## src/rtl/noc_pkt_pkg.sv

```systemverilog
// ---------------------------------------------------------------------------
// noc_pkt_pkg
// Shared definitions for the leaf credit protocol.
//   - Default field widths of a NoC packet and the bit offsets of each field
//     for that default layout (MSB to LSB: valid, dst_leaf, dst_port, addr,
//     payload).
//   - Port numbering split: input ports are 1..INPUT_PORT_MAX_NUM, output
//     ports start at OUTPUT_PORT_MIN_NUM.
//   - Transmit-endpoint state encoding.
// ---------------------------------------------------------------------------
package noc_pkt_pkg;

    localparam int NOC_LEAF_BITS       = 6;
    localparam int NOC_PORT_BITS       = 4;
    localparam int NOC_ADDR_BITS       = 7;
    localparam int NOC_PAYLOAD_BITS    = 64;
    localparam int NOC_PACKET_BITS     = 1 + NOC_LEAF_BITS + NOC_PORT_BITS
                                         + NOC_ADDR_BITS + NOC_PAYLOAD_BITS;

    // Field offsets (LSB of each field) for the default layout.
    localparam int PKT_PAYLOAD_LSB     = 0;
    localparam int PKT_ADDR_LSB        = PKT_PAYLOAD_LSB + NOC_PAYLOAD_BITS;
    localparam int PKT_PORT_LSB        = PKT_ADDR_LSB + NOC_ADDR_BITS;
    localparam int PKT_LEAF_LSB        = PKT_PORT_LSB + NOC_PORT_BITS;
    localparam int PKT_VALID_BIT       = PKT_LEAF_LSB + NOC_LEAF_BITS;

    localparam int INPUT_PORT_MAX_NUM  = 8;
    localparam int OUTPUT_PORT_MIN_NUM = 9;

    typedef enum logic [0:0] {
        CFG_WAIT = 1'b0,
        RUN      = 1'b1
    } tx_state_e;

endpackage

```

## src/rtl/credit_stream_tx_if.sv

```systemverilog
// ---------------------------------------------------------------------------
// credit_stream_tx_if
// Bundles the data-path signals of the credit transmit endpoint.
//   din       user data word
//   vld_user  user word valid
//   ack_user  word accepted this cycle when vld_user && ack_user
//   stream_in incoming packets (freespace updates), valid when MSB = 1
//   pkt_out   head packet toward the converge arbiter
//   pkt_vld   head packet valid
//   pkt_rd    arbiter grant, pops the head packet
//
// Handshakes: a user word transfers on any cycle where vld_user and ack_user
// are both 1; a packet transfers on any cycle where pkt_vld and pkt_rd are
// both 1 (pkt_rd with pkt_vld low does nothing). Neither ready depends
// combinationally on its valid.
//
// Modports: master = user logic / arbiter / network side, slave = endpoint.
// ---------------------------------------------------------------------------
interface credit_stream_tx_if #(
    parameter int PAYLOAD_BITS = 64,
    parameter int PACKET_BITS  = 82
);
    logic [PAYLOAD_BITS-1:0] din;
    logic                    vld_user;
    logic                    ack_user;
    logic [PACKET_BITS-1:0]  stream_in;
    logic [PACKET_BITS-1:0]  pkt_out;
    logic                    pkt_vld;
    logic                    pkt_rd;

    modport master (
        output din, vld_user, stream_in, pkt_rd,
        input  ack_user, pkt_out, pkt_vld
    );

    modport slave (
        input  din, vld_user, stream_in, pkt_rd,
        output ack_user, pkt_out, pkt_vld
    );
endinterface

```

## src/rtl/credit_tx_fifo2.sv

```systemverilog
// ---------------------------------------------------------------------------
// credit_tx_fifo2
// Two-entry FIFO holding packets awaiting an arbiter grant.
//   clk, reset  clock, synchronous active-high reset (empties the FIFO)
//   push_i      write din_i (ignored when full unless a pop happens too)
//   din_i       data to write
//   pop_i       remove head (ignored when empty)
//   dout_o      head entry, all zeros when empty
//   empty_o     no entries held
//   count_o     number of entries held (0..2)
// ---------------------------------------------------------------------------
module credit_tx_fifo2 #(
    parameter int W = 82
) (
    input  logic         clk,
    input  logic         reset,
    input  logic         push_i,
    input  logic [W-1:0] din_i,
    input  logic         pop_i,
    output logic [W-1:0] dout_o,
    output logic         empty_o,
    output logic [1:0]   count_o
);
    logic [W-1:0] mem_q [2];
    logic         rd_ptr_q, rd_ptr_d;
    logic         wr_ptr_q, wr_ptr_d;
    logic [1:0]   count_q, count_d;
    logic         pop_ok;
    logic         push_ok;

    assign pop_ok  = pop_i && (count_q != 2'd0);
    assign push_ok = push_i && ((count_q != 2'd2) || pop_ok);

    always_comb begin
        rd_ptr_d = rd_ptr_q;
        wr_ptr_d = wr_ptr_q;
        count_d  = count_q;
        if (pop_ok) begin
            rd_ptr_d = ~rd_ptr_q;
        end
        if (push_ok) begin
            wr_ptr_d = ~wr_ptr_q;
        end
        count_d = count_q + 2'(push_ok) - 2'(pop_ok);
    end

    always_ff @(posedge clk) begin
        if (reset) begin
            rd_ptr_q <= 1'b0;
            wr_ptr_q <= 1'b0;
            count_q  <= 2'd0;
        end else begin
            rd_ptr_q <= rd_ptr_d;
            wr_ptr_q <= wr_ptr_d;
            count_q  <= count_d;
        end
    end

    // Storage needs no reset: the output is masked while the FIFO is empty.
    always_ff @(posedge clk) begin
        if (push_ok) begin
            mem_q[wr_ptr_q] <= din_i;
        end
    end

    assign empty_o = (count_q == 2'd0);
    assign count_o = count_q;
    assign dout_o  = empty_o ? '0 : mem_q[rd_ptr_q];

endmodule

```

## src/rtl/credit_stream_tx.sv

```systemverilog
// ---------------------------------------------------------------------------
// credit_stream_tx
// Transmit endpoint of the leaf credit protocol. Packs user words into NoC
// data packets for a remote input port, spends one receiver credit per
// packet, and restores FREESPACE_UPDATE_SIZE credits for every freespace
// update packet addressed to (self_leaf, SELF_PORT).
//
// Ports:
//   clk, reset     clock, synchronous active-high reset
//   self_leaf      this leaf's ID (static after reset)
//   cfg_vld        configuration valid (level); enters RUN when high
//   cfg_dst_leaf   destination leaf, latched on entry to RUN
//   cfg_dst_port   destination input port (1..8), latched on entry to RUN
//   bus            credit_stream_tx_if.slave: din/vld_user/ack_user,
//                  stream_in, pkt_out/pkt_vld/pkt_rd
//   credit         current credit count
//   stall_cycles   cycles spent in RUN with vld_user high and no credit
//                  (only with CREDIT_TX_STALL_CNT_EN defined)
//   state_dbg      current FSM state (0 = CFG_WAIT, 1 = RUN)
//
// Build option: define CREDIT_TX_STALL_CNT_EN to add the stall_cycles
// counter and port.
// ---------------------------------------------------------------------------
module credit_stream_tx
    import noc_pkt_pkg::*;
#(
    parameter int NUM_LEAF_BITS         = NOC_LEAF_BITS,
    parameter int NUM_PORT_BITS         = NOC_PORT_BITS,
    parameter int NUM_ADDR_BITS         = NOC_ADDR_BITS,
    parameter int PAYLOAD_BITS          = NOC_PAYLOAD_BITS,
    parameter int NUM_BRAM_ADDR_BITS    = 7,
    parameter int FREESPACE_UPDATE_SIZE = 64,
    parameter int SELF_PORT             = OUTPUT_PORT_MIN_NUM,
    localparam int PACKET_BITS          = 1 + NUM_LEAF_BITS + NUM_PORT_BITS
                                          + NUM_ADDR_BITS + PAYLOAD_BITS,
    localparam int CW                   = NUM_BRAM_ADDR_BITS + 1
) (
    input  logic                     clk,
    input  logic                     reset,
    input  logic [NUM_LEAF_BITS-1:0] self_leaf,
    input  logic                     cfg_vld,
    input  logic [NUM_LEAF_BITS-1:0] cfg_dst_leaf,
    input  logic [NUM_PORT_BITS-1:0] cfg_dst_port,
    credit_stream_tx_if.slave        bus,
    output logic [CW-1:0]            credit,
`ifdef CREDIT_TX_STALL_CNT_EN
    output logic [31:0]              stall_cycles,
`endif
    output logic [0:0]               state_dbg
);
    localparam logic [0:0] ST_CFG_WAIT = CFG_WAIT;
    localparam logic [0:0] ST_RUN      = RUN;

    // Field offsets derived from this instance's widths.
    localparam int ADDR_LSB  = PAYLOAD_BITS;
    localparam int PORT_LSB  = ADDR_LSB + NUM_ADDR_BITS;
    localparam int LEAF_LSB  = PORT_LSB + NUM_PORT_BITS;
    localparam int VALID_BIT = LEAF_LSB + NUM_LEAF_BITS;

    localparam logic [CW-1:0]            CREDIT_MAX = CW'((1 << NUM_BRAM_ADDR_BITS) - 1);
    localparam logic [NUM_PORT_BITS-1:0] SELF_PORT_F = NUM_PORT_BITS'(SELF_PORT);

    logic [0:0]               state_q, state_d;
    logic [NUM_LEAF_BITS-1:0] dst_leaf_q, dst_leaf_d;
    logic [NUM_PORT_BITS-1:0] dst_port_q, dst_port_d;
    logic [NUM_ADDR_BITS-1:0] addr_q, addr_d;
    logic [CW-1:0]            credit_q, credit_d;
    logic [31:0]              credit_sum;

    logic                     fifo_empty;
    logic [1:0]               fifo_count;
    logic [PACKET_BITS-1:0]   fifo_dout;
    logic [PACKET_BITS-1:0]   new_pkt;
    logic                     ack;
    logic                     accept;
    logic                     upd_hit;

    // ack depends only on registered state, so stream_in can never reach
    // ack_user combinationally.
    assign ack    = (state_q == ST_RUN) && (credit_q != '0) && (fifo_count < 2'd2);
    assign accept = ack && bus.vld_user;

    assign upd_hit = bus.stream_in[VALID_BIT]
                     && (bus.stream_in[LEAF_LSB +: NUM_LEAF_BITS] == self_leaf)
                     && (bus.stream_in[PORT_LSB +: NUM_PORT_BITS] == SELF_PORT_F);

    assign new_pkt = {1'b1, dst_leaf_q, dst_port_q, addr_q, bus.din};

    // FSM, destination capture and address counter.
    always_comb begin
        state_d    = state_q;
        dst_leaf_d = dst_leaf_q;
        dst_port_d = dst_port_q;
        addr_d     = addr_q;
        case (state_q)
            ST_CFG_WAIT: begin
                if (cfg_vld) begin
                    state_d    = ST_RUN;
                    dst_leaf_d = cfg_dst_leaf;
                    dst_port_d = cfg_dst_port;
                    addr_d     = '0;
                end
            end
            ST_RUN: begin
                if (accept) begin
                    addr_d = addr_q + 1'b1;
                end
                // Leaving RUN waits for buffered packets to drain.
                if (!cfg_vld && fifo_empty) begin
                    state_d = ST_CFG_WAIT;
                end
            end
            default: state_d = ST_CFG_WAIT;
        endcase
    end

    // Credit: add the update and subtract the accept in a wide sum, then
    // saturate. accept implies credit_q != 0, so the sum never goes negative.
    always_comb begin
        credit_sum = 32'(credit_q);
        if (upd_hit) begin
            credit_sum = credit_sum + 32'(FREESPACE_UPDATE_SIZE);
        end
        if (accept) begin
            credit_sum = credit_sum - 32'd1;
        end
        if (credit_sum > 32'(CREDIT_MAX)) begin
            credit_d = CREDIT_MAX;
        end else begin
            credit_d = credit_sum[CW-1:0];
        end
    end

    always_ff @(posedge clk) begin
        if (reset) begin
            state_q    <= ST_CFG_WAIT;
            dst_leaf_q <= '0;
            dst_port_q <= '0;
            addr_q     <= '0;
            credit_q   <= CREDIT_MAX;
        end else begin
            state_q    <= state_d;
            dst_leaf_q <= dst_leaf_d;
            dst_port_q <= dst_port_d;
            addr_q     <= addr_d;
            credit_q   <= credit_d;
        end
    end

    credit_tx_fifo2 #(
        .W (PACKET_BITS)
    ) u_fifo (
        .clk     (clk),
        .reset   (reset),
        .push_i  (accept),
        .din_i   (new_pkt),
        .pop_i   (bus.pkt_rd),
        .dout_o  (fifo_dout),
        .empty_o (fifo_empty),
        .count_o (fifo_count)
    );

`ifdef CREDIT_TX_STALL_CNT_EN
    logic [31:0] stall_q, stall_d;

    always_comb begin
        stall_d = stall_q;
        if ((state_q == ST_RUN) && bus.vld_user && (credit_q == '0)
            && (stall_q != 32'hFFFF_FFFF)) begin
            stall_d = stall_q + 32'd1;
        end
    end

    always_ff @(posedge clk) begin
        if (reset) begin
            stall_q <= '0;
        end else begin
            stall_q <= stall_d;
        end
    end

    assign stall_cycles = stall_q;
`endif

    assign bus.ack_user = ack;
    assign bus.pkt_vld  = !fifo_empty;
    assign bus.pkt_out  = fifo_dout;
    assign credit       = credit_q;
    assign state_dbg    = state_q;

endmodule

```

## src/flat_wrapper.sv

```systemverilog
// flat-port wrapper written by rule: the top's interface ports become plain ports
module credit_stream_tx_flat import noc_pkt_pkg::*;
#(
    parameter int NUM_LEAF_BITS         = NOC_LEAF_BITS,
    parameter int NUM_PORT_BITS         = NOC_PORT_BITS,
    parameter int NUM_ADDR_BITS         = NOC_ADDR_BITS,
    parameter int PAYLOAD_BITS          = NOC_PAYLOAD_BITS,
    parameter int NUM_BRAM_ADDR_BITS    = 7,
    parameter int FREESPACE_UPDATE_SIZE = 64,
    parameter int SELF_PORT             = OUTPUT_PORT_MIN_NUM,
    localparam int PACKET_BITS          = 1 + NUM_LEAF_BITS + NUM_PORT_BITS
                                          + NUM_ADDR_BITS + PAYLOAD_BITS,
    localparam int CW                   = NUM_BRAM_ADDR_BITS + 1
)
  (clk, reset, self_leaf, cfg_vld, cfg_dst_leaf, cfg_dst_port, credit, state_dbg, bus_din, bus_vld_user, bus_stream_in, bus_pkt_rd, bus_ack_user, bus_pkt_out, bus_pkt_vld);
  credit_stream_tx_if #(.PAYLOAD_BITS(PAYLOAD_BITS), .PACKET_BITS((NOC_PACKET_BITS))) bus_i ();
  input  logic clk;
  input  logic reset;
  input  logic [NUM_LEAF_BITS-1:0] self_leaf;
  input  logic cfg_vld;
  input  logic [NUM_LEAF_BITS-1:0] cfg_dst_leaf;
  input  logic [NUM_PORT_BITS-1:0] cfg_dst_port;
  output logic [CW-1:0] credit;
  output logic [0:0] state_dbg;
  input wire logic [$bits(bus_i.din)-1:0] bus_din;
  input wire logic [$bits(bus_i.vld_user)-1:0] bus_vld_user;
  input wire logic [$bits(bus_i.stream_in)-1:0] bus_stream_in;
  input wire logic [$bits(bus_i.pkt_rd)-1:0] bus_pkt_rd;
  output wire logic [$bits(bus_i.ack_user)-1:0] bus_ack_user;
  output wire logic [$bits(bus_i.pkt_out)-1:0] bus_pkt_out;
  output wire logic [$bits(bus_i.pkt_vld)-1:0] bus_pkt_vld;
  assign bus_i.din = bus_din;
  assign bus_i.vld_user = bus_vld_user;
  assign bus_i.stream_in = bus_stream_in;
  assign bus_i.pkt_rd = bus_pkt_rd;
  assign bus_ack_user = bus_i.ack_user;
  assign bus_pkt_out = bus_i.pkt_out;
  assign bus_pkt_vld = bus_i.pkt_vld;
  credit_stream_tx #(.NUM_LEAF_BITS(NUM_LEAF_BITS), .NUM_PORT_BITS(NUM_PORT_BITS), .NUM_ADDR_BITS(NUM_ADDR_BITS), .PAYLOAD_BITS(PAYLOAD_BITS), .NUM_BRAM_ADDR_BITS(NUM_BRAM_ADDR_BITS), .FREESPACE_UPDATE_SIZE(FREESPACE_UPDATE_SIZE), .SELF_PORT(SELF_PORT)) u_core (.clk(clk), .reset(reset), .self_leaf(self_leaf), .cfg_vld(cfg_vld), .cfg_dst_leaf(cfg_dst_leaf), .cfg_dst_port(cfg_dst_port), .bus(bus_i), .credit(credit), .state_dbg(state_dbg));
endmodule
```

## config.mk

```make
export PLATFORM = sky130hd
export DESIGN_NAME = credit_stream_tx_flat
export DESIGN_NICKNAME = d
export VERILOG_FILES = /design/src/rtl/noc_pkt_pkg.sv /design/src/rtl/credit_stream_tx_if.sv /design/src/rtl/credit_tx_fifo2.sv /design/src/rtl/credit_stream_tx.sv /design/src/flat_wrapper.sv
export SDC_FILE = /design/constraint.sdc
export NUM_CORES = 1
export LEC_CHECK = 0
export BUFFER_PORTS_ARGS = -buffer_cell sky130_fd_sc_hd__buf_2
export CORE_ASPECT_RATIO = 1.1
export CORE_MARGIN = 1
export CORE_UTILIZATION = 40
export CTS_CLUSTER_DIAMETER = 60
export DETAILED_ROUTE_END_ITERATION = 7
export GPL_ROUTABILITY_DRIVEN = 1
export PLACE_DENSITY = 0.77
export SYNTH_ARGS = -nofsm -noshare
export SYNTH_HDL_FRONTEND = slang
export SYNTH_SLANG_ARGS = --single-unit
```

## constraint.sdc

```tcl
create_clock -name clk -period 5.65 [get_ports clk]
set_input_delay 0.565 -clock clk [delete_from_list [all_inputs] [get_ports clk]]
set_output_delay 0.565 -clock clk [all_outputs]
set_load 0.01 [all_outputs]
```

==> results.sh, run 1 <==
export IMPL_placeableCoreArea_um2=18600
export IMPL_initial_utilization_pct=41.3
export IMPL_fin_crit_sh_pct=53.2
export IMPL_gr_total_overflow=0
export IMPL_cts_resized=0
export IMPL_finClkSkew_ns=0.0139
export IMPL_drc=0
export IMPL_yosysMostFrequentCell="edfxtp_1"
export IMPL_maxCapViolCount=0
export IMPL_antenna_found_initial=1
export IMPL_yosys_top_cells_count="162 x edfxtp_1, 97 x nor2_1, 81 x mux2i_1"
export IMPL_slew_viol_final=0
export IMPL_post_cts_setup_buffers=0
export IMPL_syn_avg_cell_area_um2=14.6
export IMPL_syn2layout_area_growth_pct=23.4
export IMPL_cpPeakStageDelay_ns=0.89
export IMPL_n_antenna_cell=0
export IMPL_multi_input_area_um2=2100
export IMPL_synth_distinct_cells=45
export IMPL_clk_path_buf_depth=2
export IMPL_synth_async_reset_ratio_pct=0
export IMPL_drt_iter0_markers=261
export IMPL_syn_num_nets=702
export IMPL_core_rowCount=52
export IMPL_setup_tns_ns=0
export IMPL_die_width_um=134
export IMPL_synth_compound_area_share_pct=3.38
export IMPL_hold_path_class="in2reg"
export IMPL_synth_top_cell_area_share_pct=63.2
export IMPL_dieHeight_um=147
export IMPL_finalSetupViolations=0
export IMPL_synth_edf_count=162
export IMPL_grt_total_usage_pct=15.1
export IMPL_die_area_um2=19800
export IMPL_numCtsBuffers=17
export IMPL_worst_setup_path_type="reg2out"
export IMPL_drtPass1Iterations=4
export IMPL_met2WireLength_mm=7.37
export IMPL_synth_top_family_by_area="multiplexers"
export IMPL_synth_adder_area_share_pct=1.14
export IMPL_routed_top_layer="met5"
export IMPL_muxShareOfSynthArea_pct=10.5
export IMPL_met1_length_mm=5.92
export IMPL_layout_drive_gt1_share_pct=32.6
export IMPL_clock_fmax_mhz=333
export IMPL_r2r_cells=5
export IMPL_start_kind="flip-flop"
export IMPL_ir_worst_vdd_v=0.000259
export IMPL_arrival_ns=2.44
export IMPL_synth_cells=528
export IMPL_clock_latency_ns=0.43
export IMPL_hold_depth=1
export IMPL_wl_mm=14.6
export IMPL_status="finished, final reports clean"
export IMPL_yosys_warnings=0
export IMPL_post_route_min_period_ns=3.01
export IMPL_ys_seq_area_share_pct=71.3
export IMPL_ys_flop_type="edfxtp_1"
export IMPL_yosys_area_share_simple_pct=9.35
export IMPL_synthXorXnorAreaFrac_pct=2.60
export IMPL_h_tree_depth=4
export IMPL_io_pins=260
export IMPL_cts_root_buffer_cell="clkbuf_16"
export IMPL_clk_pin_slew_ns=0.08
export IMPL_cp_required_ns=5.09
export IMPL_synthTopCellsByArea="edfxtp_1 63%, mux2i_1 11%, dfxtp_1 8.1%"
export IMPL_rsz0062_at_grt="false"
export IMPL_wl_per_cell_um=15.1
export IMPL_io_buffer_count=188
export IMPL_syn_area_um2=7690
export IMPL_cts_tree="done"
export IMPL_tightest_slew_ns=1.07
export IMPL_clkSinkCount=193
export IMPL_power_total_mw=3.91
export IMPL_seq_area_um2=5490
export IMPL_yosysTopAreaCell="edfxtp_1"
export IMPL_grt_max_degree=82
export IMPL_critPathMaxFanout=50
export IMPL_crit_chain="buf_4, mux2i_1, nor2_1, buf_2"
export IMPL_place_gp_congestion=0.809
export IMPL_grt_pass1_wl_mm=22.6
export IMPL_cp_end_kind="output port"
export IMPL_final_nets=890
export IMPL_finalHoldViolCount=0
export IMPL_dpl_hpwl_mm=9.88
export IMPL_route_met3_wl_mm=1.14
export IMPL_maxSlewHeadroom_pct=28.9
export IMPL_ctsHoldBuffers=0
export IMPL_cp_slowest_cell="dfxtp_4"
export IMPL_fill_cells=1582
export IMPL_vias_per_cell=4.90
export IMPL_power_density_nw_per_um2=412
export IMPL_vias=4760
export IMPL_postRouteAntennaNets=0
export IMPL_leakage_nw=3.59
export IMPL_first_global_vias=4724
export IMPL_synth_seq_cells=193
## per-layer routing
| metal | track usage [%] | vias up |
|---|---|---|
| met5 | 0 | - |
| met4 | 5.28 | 2 |
| met3 | 5.38 | 18 |
| met2 | 26.8 | 164 |
| met1 | 16.5 | 2274 |
| li1 | - | 2302 |
## per-stage QoR
| stage | setup WS (ns) | utilization, % | cell area [µm²] | cells | hold WS, ns |
|---|---|---|---|---|---|
| finish | 2.64 | 51.0 | 9490 | 972 | 0.312 |
| floorplan | 0.610 | - | 7690 | 528 | 0.425 |
| detailed placement | 2.51 | 47.8 | 8890 | 940 | 0.437 |
| global route | 2.42 | 51.0 | 9490 | 972 | 0.288 |
| global placement | 2.54 | 47.8 | 8890 | 940 | 0.434 |
| CTS | 2.53 | 51.0 | 9490 | 972 | 0.288 |
## placed cells by master (no fill, tap or decap), types with 3 or more instances in the layout
cell type	count
buf_2	188
edfxtp_1	162
nor2_1	95
mux2i_1	81
nand2_1	33
dfxtp_1	30
clkbuf_16	17
a21oi_1	15
xnor2_1	14
nand3_1	9
xor2_1	7
ha_1	7
inv_1	6
clkinv_8	6
inv_6	5
nand4_1	4
buf_4	4
nor2b_1	3
o21ai_1	3
inv_8	3
## worst paths after layout
path | start | end | slack, ns
max | flip-flop | bus_pkt_out[77] | 2.64
min | bus_din[50] | u_core.u_fifo.mem_q[0][50] | 0.31
max reg2reg | u_core.credit[6] | u_core.u_fifo.mem_q[1][46] | 2.76
min reg2reg | u_core.dst_leaf_q[1] | u_core.u_fifo.mem_q[0][76] | 0.45
## sequential cells by signal, summed over array words and instances, names as in the netlist, named ones only
register	cells
u_core.u_fifo.rd_ptr_q	1
u_core.dst_port_q	4
u_core.credit	8
u_core.u_fifo.count_o	2
u_core.u_fifo.mem_q	162
u_core.u_fifo.wr_ptr_q	1
u_core.addr_q	7
u_core.dst_leaf_q	6
u_core.state_dbg	1
## critical path, delay by kind of cell (launching register included)
kind,cells,cell delay (ns)
simple gates,1,0.08
mux,1,0.26
flops,1,0.89
buf+inv,2,0.78
## where the power goes
part	total, mW	switching, mW	leakage (nW)	internal [mW]
clock	1.18	0.581	0.293	0.600
sequential	1.73	0.0966	1.73	1.63
combinational	1.01	0.586	1.57	0.419
total	3.91	1.26	3.59	2.65
## final cells by class
type	instances	share of cell area [%]
clock buffer	17	4.48
clock inverter	15	1.88
timing repair buffer	192	10.2
tap	243	3.20
inverter	7	0.277
multi-input combinational	305	22.1
sequential	193	57.8
## cell families (layout without fill, tap and decap cells)
family	Yosys count	after routing
buffers and inverters	30	231
muxes	81	81
DFF	193	193
and+or+nand+nor	160	160
AOI/OAI and AO/OA	34	34
adders and majority gates	7	7
xor gates and xnor gates	22	22
other	1	1
(Power assumes the default switching activity.)
==> run 2, diff against run 1 <==
Settings changed: ABC_AREA set to 1.
Clock period 5.65 ns to 2.8 ns, I/O delays scaled along.
==> results.sh, run 2 <==
export IMPL_status="finished, final reports clean"
export IMPL_clock_latency_ns=0.43
export IMPL_numCtsBuffers=17
export IMPL_ir_worst_vdd_v=0.000800
export IMPL_ys_seq_area_share_pct=70.1
export IMPL_power_density_nw_per_um2=857
export IMPL_first_global_vias=5141
export IMPL_yosysTopAreaCell="edfxtp_1"
export IMPL_drc=0
export IMPL_yosys_top_cells_count="214 x nand2_1, 162 x edfxtp_1, 91 x a21oi_1"
export IMPL_synth_edf_count=162
export IMPL_final_nets=1051
export IMPL_yosys_warnings=0
export IMPL_r2r_slack_ns=0.76
export IMPL_yosysMostFrequentCell="nand2_1"
export IMPL_rr_startpoint="u_core.credit[6]"
export IMPL_synth_top_cell_area_share_pct=62.2
export IMPL_drt_iter0_markers=287
export IMPL_crit_chain="inv_2, buf_12, nand2_1, a21oi_1, buf_2"
export IMPL_fin_crit_sh_pct=76.2
export IMPL_wl_mm=16.0
export IMPL_clkSinkCount=193
export IMPL_grt_max_degree=82
export IMPL_synthTopCellsByArea="edfxtp_1 62%, nand2_1 10%, dfxtp_1 7.9%"
export IMPL_critPathMaxFanout=62
export IMPL_crit_end="bus_pkt_out[72]"
export IMPL_drtPass1Iterations=4
export IMPL_syn2layout_area_growth_pct=23.7
export IMPL_syn_avg_cell_area_um2=11.3
export IMPL_core_rowCount=53
export IMPL_ctsHoldBuffers=0
export IMPL_synth_distinct_cells=31
export IMPL_gr_total_overflow=0
export IMPL_slew_viol_final=0
export IMPL_synth_async_reset_ratio_pct=0
export IMPL_post_cts_setup_buffers=0
export IMPL_cts_resized=0
export IMPL_leakage_nw=4.05
export IMPL_synth_seq_cells=193
export IMPL_syn_area_um2=7820
export IMPL_vias=5409
export IMPL_cpPeakStageDelay_ns=0.34
export IMPL_h_tree_depth=4
export IMPL_final_common_cell="nand2_1"
export IMPL_worst_setup_path_type="reg2out"
export IMPL_cp_required_ns=2.52
export IMPL_maxCapViolCount=0
export IMPL_cp_slowest_cell="dfxtp_2"
export IMPL_synth_cells=695
export IMPL_grt_pass1_wl_mm=24.7
export IMPL_cp_end_kind="output port"
export IMPL_clock_fmax_mhz=469
export IMPL_syn_num_nets=869
export IMPL_vias_per_cell=4.75
export IMPL_hold_path_class="in2reg"
export IMPL_die_width_um=135
export IMPL_clk_path_buf_depth=2
export IMPL_finClkSkew_ns=0.0162
export IMPL_layout_drive_gt1_share_pct=29.9
export IMPL_mostFrequentLayoutCells="214 x nand2_1, 188 x buf_2, 162 x edfxtp_1"
export IMPL_ys_flop_type="edfxtp_1"
export IMPL_largest_reg_flops=162
export IMPL_maxSlewHeadroom_pct=59.8
export IMPL_dpl_hpwl_mm=10.1
export IMPL_post_route_min_period_ns=2.13
export IMPL_io_buffer_count=188
export IMPL_r2r_cells=6
export IMPL_antenna_found_initial=1
export IMPL_grt_total_usage_pct=16.1
export IMPL_dieHeight_um=149
export IMPL_tightest_slew_ns=0.601
export IMPL_wl_per_cell_um=14.0
export IMPL_die_area_um2=20100
export IMPL_postRouteAntennaNets=0
export IMPL_arrival_ns=1.85
export IMPL_cts_tree="done"
export IMPL_largest_register="u_core.u_fifo.mem_q"
export IMPL_placeableCoreArea_um2=19200
export IMPL_initial_utilization_pct=40.8
export IMPL_clk_pin_slew_ns=0.08
export IMPL_start_kind="flip-flop"
export IMPL_io_pins=260
export IMPL_rsz0062_at_grt="false"
export IMPL_place_gp_congestion=0.807
export IMPL_cts_root_buffer_cell="clkbuf_16"
export IMPL_setup_tns_ns=0
export IMPL_r2r_end="u_core.u_fifo.mem_q[1][4]"
export IMPL_utilization_pct=50.5
export IMPL_finalHoldViolCount=0
export IMPL_finalSetupViolations=0
[run 2: cell count changes after synthesis, moves of 4 or more]
cell / change
inv_2: +8
mux2i_1: -81
nor2_4: +6
clkbuf_1: +6
nor2_1: -55
inv_1: +27
o21ai_0: +13
xnor2_1: -13
a21oi_1: +76
nand3_1: +5
nand2_1: +181
nand2_4: +4
nand2_2: +7
nor2_2: +5
[run 2: worst min-delay path by stage]
stage / slack (ns) / cells after the start / startpoint / end
floorplan: 0.38 / 0 / bus_din[0] / u_core.u_fifo.mem_q[0][0]
global placement: 0.43 / 0 / u_core.dst_port_q[1] / u_core.u_fifo.mem_q[0][72]
detailed placement: 0.44 / 0 / u_core.dst_leaf_q[5] / u_core.u_fifo.mem_q[0][80]
CTS: 0.01 / 1 / bus_din[29] / u_core.u_fifo.mem_q[0][29]
global route: 0.008 / 1 / bus_din[3] / u_core.u_fifo.mem_q[0][3]
finish: 0.03 / 1 / bus_din[11] / u_core.u_fifo.mem_q[1][11]
[run 2: layout make-up]
type                            count  area, µm²
Sequential cell                   193       5490
Timing Repair Buffer              193       1040
Inverter                           44        170
Tap cell                          247        309
Clock inverter                     15        180
Multi-Input combinational cell    428       2060
Antenna cell                        1       2.50
Fill cell                        1662       9490
Clock buffer                       17        425
[run 2: power breakdown]
part,internal [mW],switching [mW],leakage (nW),total (mW)
combinational,0.842,1.68,2.02,2.52
clock,1.22,1.19,0.292,2.41
sequential,3.30,0.0710,1.74,3.37
total,5.35,2.94,4.05,8.30
[run 2: routing by layer]
metal	global-route usage [%]	wire [µm]	vias to the layer above
li1	-	-	2703
met1	18.3	6280	2511
met2	28.7	8250	179
met3	4.98	1240	16
met4	5.17	203	0
met5	0	0	-
[run 2: kinds of logic (layout without fill, tap and decap cells)]
logic type	after synthesis	count (layout)	share of synthesized area, %
and+or+nand+nor	303	303	16.8
DFF	193	193	70.1
AOI/OAI and AO/OA	107	107	6.96
buffers and inverters	74	269	3.81
xor gates and xnor gates	10	10	1.12
adders and majority gates	7	7	1.12
other	1	2	0.0479
[run 2: critical path: cells and delay by family, from the launching register on]
kind,cells,cell delay [ns]
buffers and inverters,3,0.77
DFF,1,0.34
AOI/OAI and AO/OA,1,0.18
and+or+nand+nor,1,0.09
[run 2: stage by stage]
stage | worst slack, ns | cells | instance area (µm²) | hold slack (ns) | total power [mW]
6_report | 0.666 | 1138 | 9680 | 0.0338 | 8.30
3_3_place_gp | 0.825 | 1105 | 9070 | 0.429 | 5.97
3_5_place_dp | 0.791 | 1105 | 9070 | 0.437 | 6.00
4_1_cts | 0.595 | 1137 | 9670 | 0.0112 | 8.40
2_1_floorplan | 0.151 | 695 | 7840 | 0.379 | 4.90
5_1_grt | 0.533 | 1137 | 9670 | 0.00796 | 8.76
==> run 3, diff against run 2 <==
Settings changed: ABC_AREA 1 to 0.
Clock period 2.8 ns to 2.08 ns, I/O delays scaled along.
==> results.sh, run 3 (synthesis gave the netlist of run 1 again) <==
export IMPL_clk_path_buf_depth=2
export IMPL_antenna_found_initial=0
export IMPL_post_cts_setup_buffers=0
export IMPL_final_common_cell="buf_2"
export IMPL_postRouteAntennaNets=0
export IMPL_syn2layout_area_growth_pct=35.4
export IMPL_clock_latency_ns=0.42
export IMPL_cp_end_kind="flip-flop"
export IMPL_vias=5060
export IMPL_gr_total_overflow=0
export IMPL_cts_root_buffer_cell="clkbuf_16"
export IMPL_seq_area_um2=5510
export IMPL_core_rowCount=52
export IMPL_placeableCoreArea_um2=18600
export IMPL_whs_ns=0.0226
export IMPL_io_buffer_count=188
export IMPL_fill_cells=1466
export IMPL_multi_input_area_um2=2150
export IMPL_clock_fmax_mhz=463
export IMPL_drt_iter0_markers=246
export IMPL_dpl_hpwl_mm=10.2
export IMPL_h_tree_depth=4
export IMPL_cp_required_ns=2.37
export IMPL_layout_drive_gt1_share_pct=33.8
export IMPL_clk_pin_slew_ns=0.07
export IMPL_largest_register="u_core.u_fifo.mem_q"
export IMPL_finalSetupViolations=7
export IMPL_io_pins=260
export IMPL_grt_max_degree=82
export IMPL_drc=0
export IMPL_final_nets=976
export IMPL_hold_depth=3
export IMPL_status="finished with violations"
export IMPL_rsz0062_at_grt="true"
export IMPL_numCtsBuffers=17
export IMPL_cp_slowest_cell="dfxtp_4"
export IMPL_utilization_pct=56.0
export IMPL_hold_path_class="in2reg"
export IMPL_die_area_um2=19800
export IMPL_ir_worst_vdd_v=0.000674
export IMPL_largest_reg_flops=162
export IMPL_slew_viol_final=0
export IMPL_mostFrequentLayoutCells="188 x buf_2, 162 x edfxtp_1, 94 x nor2_1"
export IMPL_timing_final_ws_setup_ns=-0.0811
export IMPL_cpPeakStageDelay_ns=0.36
export IMPL_drtPass1Iterations=4
export IMPL_setup_tns_ns=-0.295
export IMPL_grt_total_usage_pct=16.4
export IMPL_power_density_nw_per_um2=1020
export IMPL_violations="negative setup slack"
export IMPL_place_gp_congestion=0.891
export IMPL_wl_mm=15.8
export IMPL_clkSinkCount=193
export IMPL_dieHeight_um=147
export IMPL_crit_chain="inv_4, ha_4, nor2_2, a21oi_2, nor2_1, ha_1, or2b_4, a21o_1, a211oi_4, o2111ai_1"
export IMPL_initial_utilization_pct=41.3
export IMPL_maxCapViolCount=0
export IMPL_finClkSkew_ns=0.00809
export IMPL_finalHoldViolCount=0
export IMPL_vias_per_cell=4.79
export IMPL_post_route_min_period_ns=2.16
export IMPL_n_antenna_cell=0
export IMPL_die_width_um=134
export IMPL_grt_pass1_wl_mm=24.8
export IMPL_worst_setup_path_type="reg2reg"
export IMPL_wl_per_cell_um=14.9
export IMPL_fin_crit_sh_pct=104
export IMPL_dp_slack_ns=-0.300
export IMPL_cts_tree="done"
export IMPL_arrival_ns=2.45
export IMPL_start_kind="flip-flop"
export IMPL_critPathMaxFanout=7
export IMPL_first_global_vias=4980
export IMPL_r2r_cells=10
export IMPL_leakage_nw=3.96
## run 3: metrics by stage
| stage | power [mW] | area, µm² | cells |
|---|---|---|---|
| after floorplan | 6.47 | 7780 | 528 |
| after global placement | 7.62 | 9220 | 962 |
| after detailed placement | 7.68 | 9220 | 962 |
| after CTS | 10.8 | 10400 | 1057 |
| after global routing | 11.2 | 10400 | 1057 |
| final | 10.7 | 10400 | 1057 |
## run 3: routing by layer
metal  GRT usage, %  vias to the layer above  part of all wire (%)
met1           18.4                     2401                    40
met5              0                        -                     0
met2           29.6                      170                    52
met4           6.63                        0                   1.9
li1               -                     2468                     -
met3           4.05                       21                   6.0
## run 3: final cells by class
class                   count  area share, %
repair buffers            278           18.0
flip-flops and latches    193           52.8
multi-input cells         305           20.7
well taps                 243           2.92
inverters                   7          0.276
clock buffers              17           4.08
clock inverters            14           1.20
## run 3: worst paths after layout
check,start,end,slack (ns)
hold / removal,cfg_dst_leaf[5],u_core.dst_leaf_q[5],0.02
hold reg to reg,u_core.dst_leaf_q[0],u_core.u_fifo.mem_q[1][75],0.45
setup / recovery,u_core.credit[6],u_core.credit[1],-0.08
setup reg to reg,u_core.credit[6],u_core.credit[1],-0.08
## run 3: repair_timing
item	CTS	global route
setup endpoints to repair	5	7
gates resized for setup	1	1
hold buffers	64	0
pin swaps	2	7
hold endpoints to repair	128	0
## run 3: report_power, final
part | leakage, nW | internal (mW) | total [mW] | switching (mW)
logic | 1.97 | 1.33 | 3.15 | 1.82
clock network | 0.267 | 1.56 | 2.98 | 1.42
registers | 1.73 | 4.43 | 4.52 | 0.0948
total | 3.96 | 7.32 | 10.7 | 3.34
## run 3: critical path, delay by kind of cell (launching register included)
family / cells / cell delay, ns
compound gates: 4 / 0.78
fa+ha+maj: 2 / 0.52
buf+inv: 1 / 0.04
flops: 1 / 0.36
simple gates: 3 / 0.34
